<file path="src/rtl/add_sub_arbiter.sv">
// Round-robin sequencer sharing one combinational sign-magnitude add/sub unit between two requesters.
// Optional statistics counters (ops0/ops1/zeros) are enabled by defining ADDSUB_ARB_STATS_EN.
module add_sub_arbiter #(
  parameter int SETTLE_CYCLES = 2,
  parameter int CNT_W         = 8
) (
  input  logic             clk,
  input  logic             rst_n,
  input  logic             req0,
  input  logic [2:0]       a0,
  input  logic [2:0]       b0,
  input  logic             sel0,
  input  logic             req1,
  input  logic [2:0]       a1,
  input  logic [2:0]       b1,
  input  logic             sel1,
  output logic             done0,
  output logic             done1,
  output logic [4:0]       res,
  output logic             res_zero,
  output logic             busy,
`ifdef ADDSUB_ARB_STATS_EN
  output logic [CNT_W-1:0] ops0,
  output logic [CNT_W-1:0] ops1,
  output logic [CNT_W-1:0] zeros,
`endif
  output logic [2:0]       au_num1,
  output logic [2:0]       au_num2,
  output logic             au_sel,
  input  logic [4:0]       au_result,
  input  logic             au_zero
);

  typedef enum logic [1:0] {
    IDLE    = 2'd0,
    ISSUE   = 2'd1,
    SETTLE  = 2'd2,
    CAPTURE = 2'd3
  } state_e;

  localparam logic [3:0] SettleLoad = 4'(SETTLE_CYCLES - 1);

  // Out-of-range settings have no meaningful hardware; this block stays empty for legal ones.
  if (SETTLE_CYCLES < 1 || SETTLE_CYCLES > 15 || CNT_W < 1) begin : g_illegal_params
  end

  state_e     state_q, state_d;
  logic       rr_q, rr_d;
  logic       gnt_q, gnt_d;
  logic [3:0] cnt_q, cnt_d;
  logic [2:0] num1_q, num1_d;
  logic [2:0] num2_q, num2_d;
  logic       sel_q, sel_d;
  logic       done0_q, done0_d;
  logic       done1_q, done1_d;
  logic [4:0] res_q, res_d;
  logic       zero_q, zero_d;
  logic       win;

  // Pointed-to requester wins if requesting, otherwise the other one.
  assign win = rr_q ? req1 : ~req0;

  always_ff @(posedge clk or negedge rst_n) begin
    if (!rst_n) begin
      state_q <= IDLE;
      rr_q    <= 1'b0;
      gnt_q   <= 1'b0;
      cnt_q   <= 4'd0;
      num1_q  <= 3'b000;
      num2_q  <= 3'b000;
      sel_q   <= 1'b0;
      done0_q <= 1'b0;
      done1_q <= 1'b0;
      res_q   <= 5'b00000;
      zero_q  <= 1'b0;
    end else begin
      state_q <= state_d;
      rr_q    <= rr_d;
      gnt_q   <= gnt_d;
      cnt_q   <= cnt_d;
      num1_q  <= num1_d;
      num2_q  <= num2_d;
      sel_q   <= sel_d;
      done0_q <= done0_d;
      done1_q <= done1_d;
      res_q   <= res_d;
      zero_q  <= zero_d;
    end
  end

  always_comb begin
    state_d = state_q;
    rr_d    = rr_q;
    gnt_d   = gnt_q;
    cnt_d   = cnt_q;
    num1_d  = num1_q;
    num2_d  = num2_q;
    sel_d   = sel_q;
    done0_d = 1'b0;
    done1_d = 1'b0;
    res_d   = res_q;
    zero_d  = zero_q;
    case (state_q)
      IDLE: begin
        if (req0 || req1) begin
          gnt_d   = win;
          num1_d  = win ? a1 : a0;
          num2_d  = win ? b1 : b0;
          sel_d   = win ? sel1 : sel0;
          state_d = ISSUE;
        end
      end
      ISSUE: begin
        cnt_d   = SettleLoad;
        state_d = SETTLE;
      end
      SETTLE: begin
        if (cnt_q == 4'd0) begin
          state_d = CAPTURE;
        end else begin
          cnt_d = cnt_q - 4'd1;
        end
      end
      CAPTURE: begin
        res_d   = au_result;
        zero_d  = au_zero;
        done0_d = ~gnt_q;
        done1_d = gnt_q;
        rr_d    = ~gnt_q;
        state_d = IDLE;
      end
      default: state_d = IDLE;
    endcase
  end

  assign done0    = done0_q;
  assign done1    = done1_q;
  assign res      = res_q;
  assign res_zero = zero_q;
  assign busy     = (state_q != IDLE);
  assign au_num1  = num1_q;
  assign au_num2  = num2_q;
  assign au_sel   = sel_q;

`ifdef ADDSUB_ARB_STATS_EN
  logic [CNT_W-1:0] ops0_q, ops1_q, zeros_q;

  // Saturating counters, all advanced on the capture cycle of a transaction.
  always_ff @(posedge clk or negedge rst_n) begin
    if (!rst_n) begin
      ops0_q  <= '0;
      ops1_q  <= '0;
      zeros_q <= '0;
    end else if (state_q == CAPTURE) begin
      if (!gnt_q && ops0_q != '1) begin
        ops0_q <= ops0_q + CNT_W'(1);
      end
      if (gnt_q && ops1_q != '1) begin
        ops1_q <= ops1_q + CNT_W'(1);
      end
      if (au_zero && zeros_q != '1) begin
        zeros_q <= zeros_q + CNT_W'(1);
      end
    end
  end

  assign ops0  = ops0_q;
  assign ops1  = ops1_q;
  assign zeros = zeros_q;
`endif

endmodule

</file>
<file path="config.mk">
export PLATFORM = sky130hd
export DESIGN_NAME = add_sub_arbiter
export DESIGN_NICKNAME = d
export VERILOG_FILES = /design/src/rtl/add_sub_arbiter.sv
export SDC_FILE = /design/constraint.sdc
export NUM_CORES = 1
export LEC_CHECK = 0
export CAP_MARGIN = 20
export CORE_UTILIZATION = 40
export CTS_BUF_LIST = sky130_fd_sc_hd__clkbuf_4 sky130_fd_sc_hd__clkbuf_8
export DETAILED_ROUTE_END_ITERATION = 12
export GPL_TIMING_DRIVEN = 1
export HOLD_SLACK_MARGIN = 0.12
export PLACE_DENSITY = 0.82
export SYNTH_ARGS = -nofsm -noshare
export SYNTH_HDL_FRONTEND = slang
export SYNTH_SLANG_ARGS = --single-unit
</file>
<file path="constraint.sdc">
create_clock -name clk -period 4.8 [get_ports clk]
set_input_delay 0.72 -clock clk [delete_from_list [all_inputs] [get_ports clk]]
set_output_delay 0.72 -clock clk [all_outputs]
set_load 0.02 [all_outputs]
</file>
==> impl_results.md, run 1 <==
* Status: finished clean
* Setup repair bufs after CTS at 0
* Compound-gate portion of the synthesized area at 13.7%
* Max-slew violations at 0
* Filler Cells Inserted at 210
* Worst setup SP type: flop
* Largest cells by area after synthesis: dfrtp_1, ha_1, mux2_2
* DRT iter0 DRCs at 18
* Tot GR Track Use at 18.0%
* Slew @ Worst Pin at 608 ps
* Arr. time, crit path at 1690 ps
* Drt wl/cell at 14.3 um
* First-pass iteration count of the detailed router at 8
* Post-synthesis mux area share at 8.78%
* Syn Nets at 138
* Cells after Synth at 107
* Element type at the critical path end: output port
* Max Fclk at 415 MHz
* Register area share after synthesis at 51.1%
* Cell taking the most area after synthesis: dfrtp_1
* Dpl ws at 2720 ps
* Hold buffer count at cts at 0
* HP Class: reg2reg
* Period utilization at 50.3%
* Clock insertion delay at the later pin of the skew report at 300 ps
* Capturing point of the worst reg2reg path: state_q[1]
* Final setup viols at 0
* Routed wire length at 2520 um
* Kind of critical path: reg2out
* Clock Tree Buf Depth at 2
* HP Start: gnt_q
* CP Data Required Time at 4080 ps
* Synth Area per Inst at 10.5 sq um
* Top cells by count, synth: dfrtp_1, o21ai_0, nor2_1
* Most frequent cell after synthesis: dfrtp_1
* Pwr/cell area at 639 nW/um^2
* Post-synthesis simple-gate area fraction at 14.4%
* Initial Util at 43.9%
* Die ar. at 3030 sq um
* Worst reg2reg path depth at 5
* H-tree Lvls at 1
* Hold Worst Slack at 486 ps
* Placer Congestion at 0.830
* Die height at 55.1 um
* Register area at 576 sq um
* TritonCTS clock tree: done
* Synth cell types at 27
* Grt ovf at 0
* Clock transition at the registers of the reported paths at 120 ps
* Average vias per placed instance at 5.40
* Initial antenna violation count at 0
* Fin util at 61.5%
* Max-cap violations at 0
* Area delta synth->final at 40.1%
* Post-synthesis sequential element count at 23
* Flop-to-flop setup slack at 3090 ps
* Ys flop type: dfrtp_1
* Row cnt at 18
* Largest net degree at the start of global routing at 24
* R2R Path Start: cnt_q[0]
* Number of global-route vias before repair at 908
* Share of synthesized flip-flops with an asynchronous set or reset at 100%
* Vias at 950
* Clock root buffer: clkbuf_4
* Largest family of logic cells by synthesized area: simple AND/OR/NAND/NOR gates
* Core Region at 2570 sq um
* Chip width at 55.1 um
* Sink Count at 23
* Worst hold endpoint: done0
* Max stage delay on crit path at 590 ps
* Port-buffer cells at 39
* Post-route DRC at 0
* Post-Synth XOR/XNOR Area at 0%
* RSZ-0062 raised after global routing: false
* Final ANT Viol Nets at 0
* Leakage at 0.678 nW
* Yosys warns at 0
* Cell Chain, Critical Path: inv_1, ha_1, inv_1, clkdlybuf4s50_1
* Worst hold path depth at 1
* Detailed Place HPWL at 1910 um
* Total CTS buffers at 3
* Maximum VDD drop at 0.455 mV
* Min Clock Period, post-route at 2410 ps
* Post-Synth Adder-Cell Area at 7.78%
* CP max FO at 4
* Mapped Area at 1130 sq um
* Post_cts resized at 0
* First-pass GRT wire length at 3810 um
* Final #Nets at 178
* Hold Vio Cnt, Final at 0
* Post-synth top area share at 51.1%
* Setup crit start: state_q[0]
* Critical-path top delay cell: clkdlybuf4s50_1
* Post-route setup TNS at 0 ps
* Worst rel slew slack at 59.3%
* Worst Skew at 2.76 ps
* Io pins at 40
* Area of the multi-input gates at 503 sq um
* Final setup margin at 2390 ps
* Antenna fix cells at 0
* Final Total Pwr at 0.00101 W
* Post-synth EDFFs at 0
* Most common cell on crit path: inv_1
* Share of cells above drive strength 1 at 10.3%
==> stage by stage <==
stage	std cells	instance area, sq um
floorplan	107	1130
global placement	171	1530
detailed placement	171	1530
CTS	175	1560
global route	176	1580
finish	176	1580
==> power by group <==
part | total (W) | switching [W] | internal [W]
logic | 0.000563 | 0.000284 | 0.000279
clock network | 0.0000935 | 0.0000554 | 0.0000381
registers | 0.000352 | 0.0000609 | 0.000291
total | 0.00101 | 0.000400 | 0.000608
==> worst max-delay path by stage <==
| stage | to | cells after the start |
|---|---|---|
| 2_1_floorplan | state_q[1] | 5 |
| 6_report | busy | 4 |
| 3_3_place_gp | busy | 4 |
| 3_5_place_dp | busy | 4 |
| 4_1_cts | busy | 4 |
| 5_1_grt | busy | 4 |
==> placed cells by master (no fill, tap or decap) <==
| cell | count |
|---|---|
| a21o_1 | 1 |
| a21oi_1 | 1 |
| a21oi_2 | 1 |
| a31oi_1 | 7 |
| and2_1 | 1 |
| buf_8 | 1 |
| clkbuf_4 | 4 |
| clkdlybuf4s50_1 | 39 |
| dfrtp_1 | 23 |
| ha_1 | 7 |
| inv_1 | 7 |
| mux2_1 | 1 |
| mux2_2 | 6 |
| mux2i_1 | 2 |
| nand2_1 | 1 |
| nand2b_1 | 3 |
| nand3_1 | 9 |
| nor2_1 | 10 |
| nor2b_1 | 4 |
| nor3b_1 | 1 |
| o21a_1 | 1 |
| o21ai_0 | 11 |
| o21ai_1 | 1 |
| o31a_2 | 1 |
| o32a_2 | 1 |
| or3b_4 | 1 |
| or4_1 | 1 |
==> cell families (layout without fill, tap and decap cells) <==
group           count (synthesis)  after routing
simple gates                   31             31
compound gates                 25             25
flops                          23             23
buf+inv                        12             51
mux                             9              9
fa+ha+maj                       7              7
==> critical path, delay by kind of cell (launching register included) <==
family     cells  cell delay, ps
fa+ha+maj      1             220
buf+inv        3             750
flops          1             420
==> cell type report <==
type                    instances  area share, %
flip-flops and latches         23           36.5
multi-input cells              72           31.9
repair buffers                 40           25.7
well taps                      30           2.38
clock buffers                   4           1.90
inverters                       7           1.67
==> flip-flops by register name (all words and copies together), names as in the netlist <==
| register | count |
|---|---|
| cnt_q | 4 |
| res_zero | 1 |
| au_sel | 1 |
| state_q | 2 |
| au_num1 | 3 |
| done0 | 1 |
| res | 5 |
| gnt_q | 1 |
| au_num2 | 3 |
| rr_q | 1 |
| done1 | 1 |
==> layer usage <==
layer	GRT usage (%)	part of all wire [%]
met5	0	0
met2	31.7	48
met1	20.8	43
met3	4.37	8.0
met4	7.08	0.91
Power figures use the tool's default switching activity.
==> run 2: changes to the inputs <==
Clock period 4.8 ns to 2.4 ns, I/O delays scaled along.
==> run 2 against run 1 <==
First-iteration DRC count increased by 44%. Die area unchanged. Register-to-register slack got worse by 2400 ps. Hold slack got worse by 97 ps. Flip-flop and latch count unchanged.
==> impl_results.md, run 2 (synthesis gave the netlist of run 1 again) <==
* Worst Skew at 2.39 ps
* Clock insertion delay at the later pin of the skew report at 310 ps
* Max-slew violations at 0
* Grt ovf at 0
* Tot GR Track Use at 18.7%
* Sw frac at 40.2%
* Clock root buffer: clkbuf_4
* Leakage at 0.671 nW
* Final #Nets at 178
* Clock transition at the registers of the reported paths at 130 ps
* Detailed Place HPWL at 1910 um
* Drt wl/cell at 14.1 um
* DRT iter0 DRCs at 26
* Sink Count at 23
* Die ar. at 3030 sq um
* Routed wire length at 2490 um
* Average vias per placed instance at 5.19
* Placer Congestion at 0.811
* Max-cap violations at 0
* Sw power at 0.000808 W
* Setup repair bufs after CTS at 0
* Kind of critical path: reg2out
* Post_cts resized at 0
* Core Region at 2570 sq um
* Number of global-route vias before repair at 936
* Antenna fix cells at 0
* Min Clock Period, post-route at 2060 ps
* First-pass GRT wire length at 3990 um
* Slew @ Worst Pin at 516 ps
* H-tree Lvls at 1
* Arr. time, crit path at 1700 ps
* Maximum VDD drop at 0.823 mV
* Post-layout instance area at 1570 sq um
* HP Class: in2async
* Largest net degree at the start of global routing at 24
* Pwr/cell area at 1280 nW/um^2
* Post-route DRC at 0
* Final setup viols at 0
* Post-route setup TNS at 0 ps
* DP Area at 1540 sq um
* Sequential power share at 35.1%
* Clock share of power at 9.0%
* Die height at 55.1 um
* Initial antenna violation count at 0
* CP max FO at 4
* Worst rel slew slack at 65.6%
* Port-buffer cells at 39
* Area delta synth->final at 39.4%
* Int Pwr at 0.00120 W
* Most common cell after layout, fill and taps aside: clkdlybuf4s50_1
* CP Data Required Time at 2040 ps
* Status: finished clean
* Worst setup SP type: flop
* Row cnt at 18
* Share of cells above drive strength 1 at 10.3%
* Element type at the critical path end: output port
* Clock Tree Buf Depth at 2
* Hold buffer count at cts at 0
* Vias at 914
* Period utilization at 85.9%
* Fin util at 61.2%
* First-pass iteration count of the detailed router at 4
* Hold Vio Cnt, Final at 0
* Logic gate share of total power at 55.9%
* TritonCTS clock tree: done
* Io pins at 40
* Most frequent cells in the layout: clkdlybuf4s50_1, dfrtp_1, o21ai_0
* Chip width at 55.1 um
* Final ANT Viol Nets at 0
* Max Fclk at 485 MHz
* Initial Util at 43.9%
* Max reg flops at 5
* RSZ-0062 raised after global routing: false
* Total CTS buffers at 3
run 2: cell types whose count changed in the layout (fill, tap and decap cells not counted):
cell        change
clkinvlp_4      +1
buf_4           +1
clkbuf_4        -1
buf_8           -1
run 2: final cells by class:
cell class	count	area, sq um
Multi-Input combinational cell	72	503
Sequential cell	23	576
Clock inverter	1	7.51
Timing Repair Buffer	40	398
Clock buffer	3	22.5
Inverter	7	26.3
Fill cell	221	997
Tap cell	30	37.5
run 2: layer usage:
| layer | track usage [%] | share of wire [%] | vias up | wire length (um) |
|---|---|---|---|---|
| met5 | 0 | 0 | - | 0 |
| met4 | 8.75 | 0.68 | 0 | 17 |
| met3 | 3.83 | 7.5 | 2 | 187 |
| met2 | 32.5 | 48 | 29 | 1200 |
| met1 | 21.8 | 43 | 435 | 1080 |
| li1 | - | - | 448 | - |
run 2: power by group through the flow:
stage | Combinational, W | Clock [W] | Sequential (W)
2_1_floorplan | 0.000553 | 0 | 0.000847
3_3_place_gp | 0.00108 | 0 | 0.000698
3_5_place_dp | 0.00113 | 0 | 0.000715
4_1_cts | 0.00113 | 0.000192 | 0.000706
5_1_grt | 0.00123 | 0.000209 | 0.000732
6_report | 0.00112 | 0.000181 | 0.000705
run 2: path summary, 6_finish.rpt:
path / startpoint / to / slack, ps / cells after the start
worst max-delay path: state_q[0] / busy / 340 / 4
worst min register to register: gnt_q / done0 / 480 / 1
max in group asynchronous: rst_n / au_num2[0] / 1790 / 2
worst max register to register: cnt_q[0] / state_q[1] / 690 / 5
min in group clk: gnt_q / done0 / 480 / 1
worst min-delay path: rst_n / res[4] / 390 / 2
run 2: critical path: stages (launching register included):
cell	delay, ps
dfrtp_1	420
inv_1	100
ha_1	230
inv_1	60
clkdlybuf4s50_1	590
run 2: per-stage QoR:
step / std cells / power, W / hold slack, ps / setup WS (ps)
after floorplan: 107 / 0.00140 / 64.4 / 812
after global placement: 172 / 0.00178 / 453 / 726
after detailed placement: 172 / 0.00185 / 463 / 675
after CTS: 176 / 0.00203 / 383 / 302
after global routing: 176 / 0.00217 / 402 / 222
final: 176 / 0.00201 / 389 / 337
==> run 3: changes to the inputs <==
Settings changed: SKIP_CTS_REPAIR_TIMING set to 1.
==> results of run 3 <==
The final DEF is identical to that of run 2; final timing and power are the same.
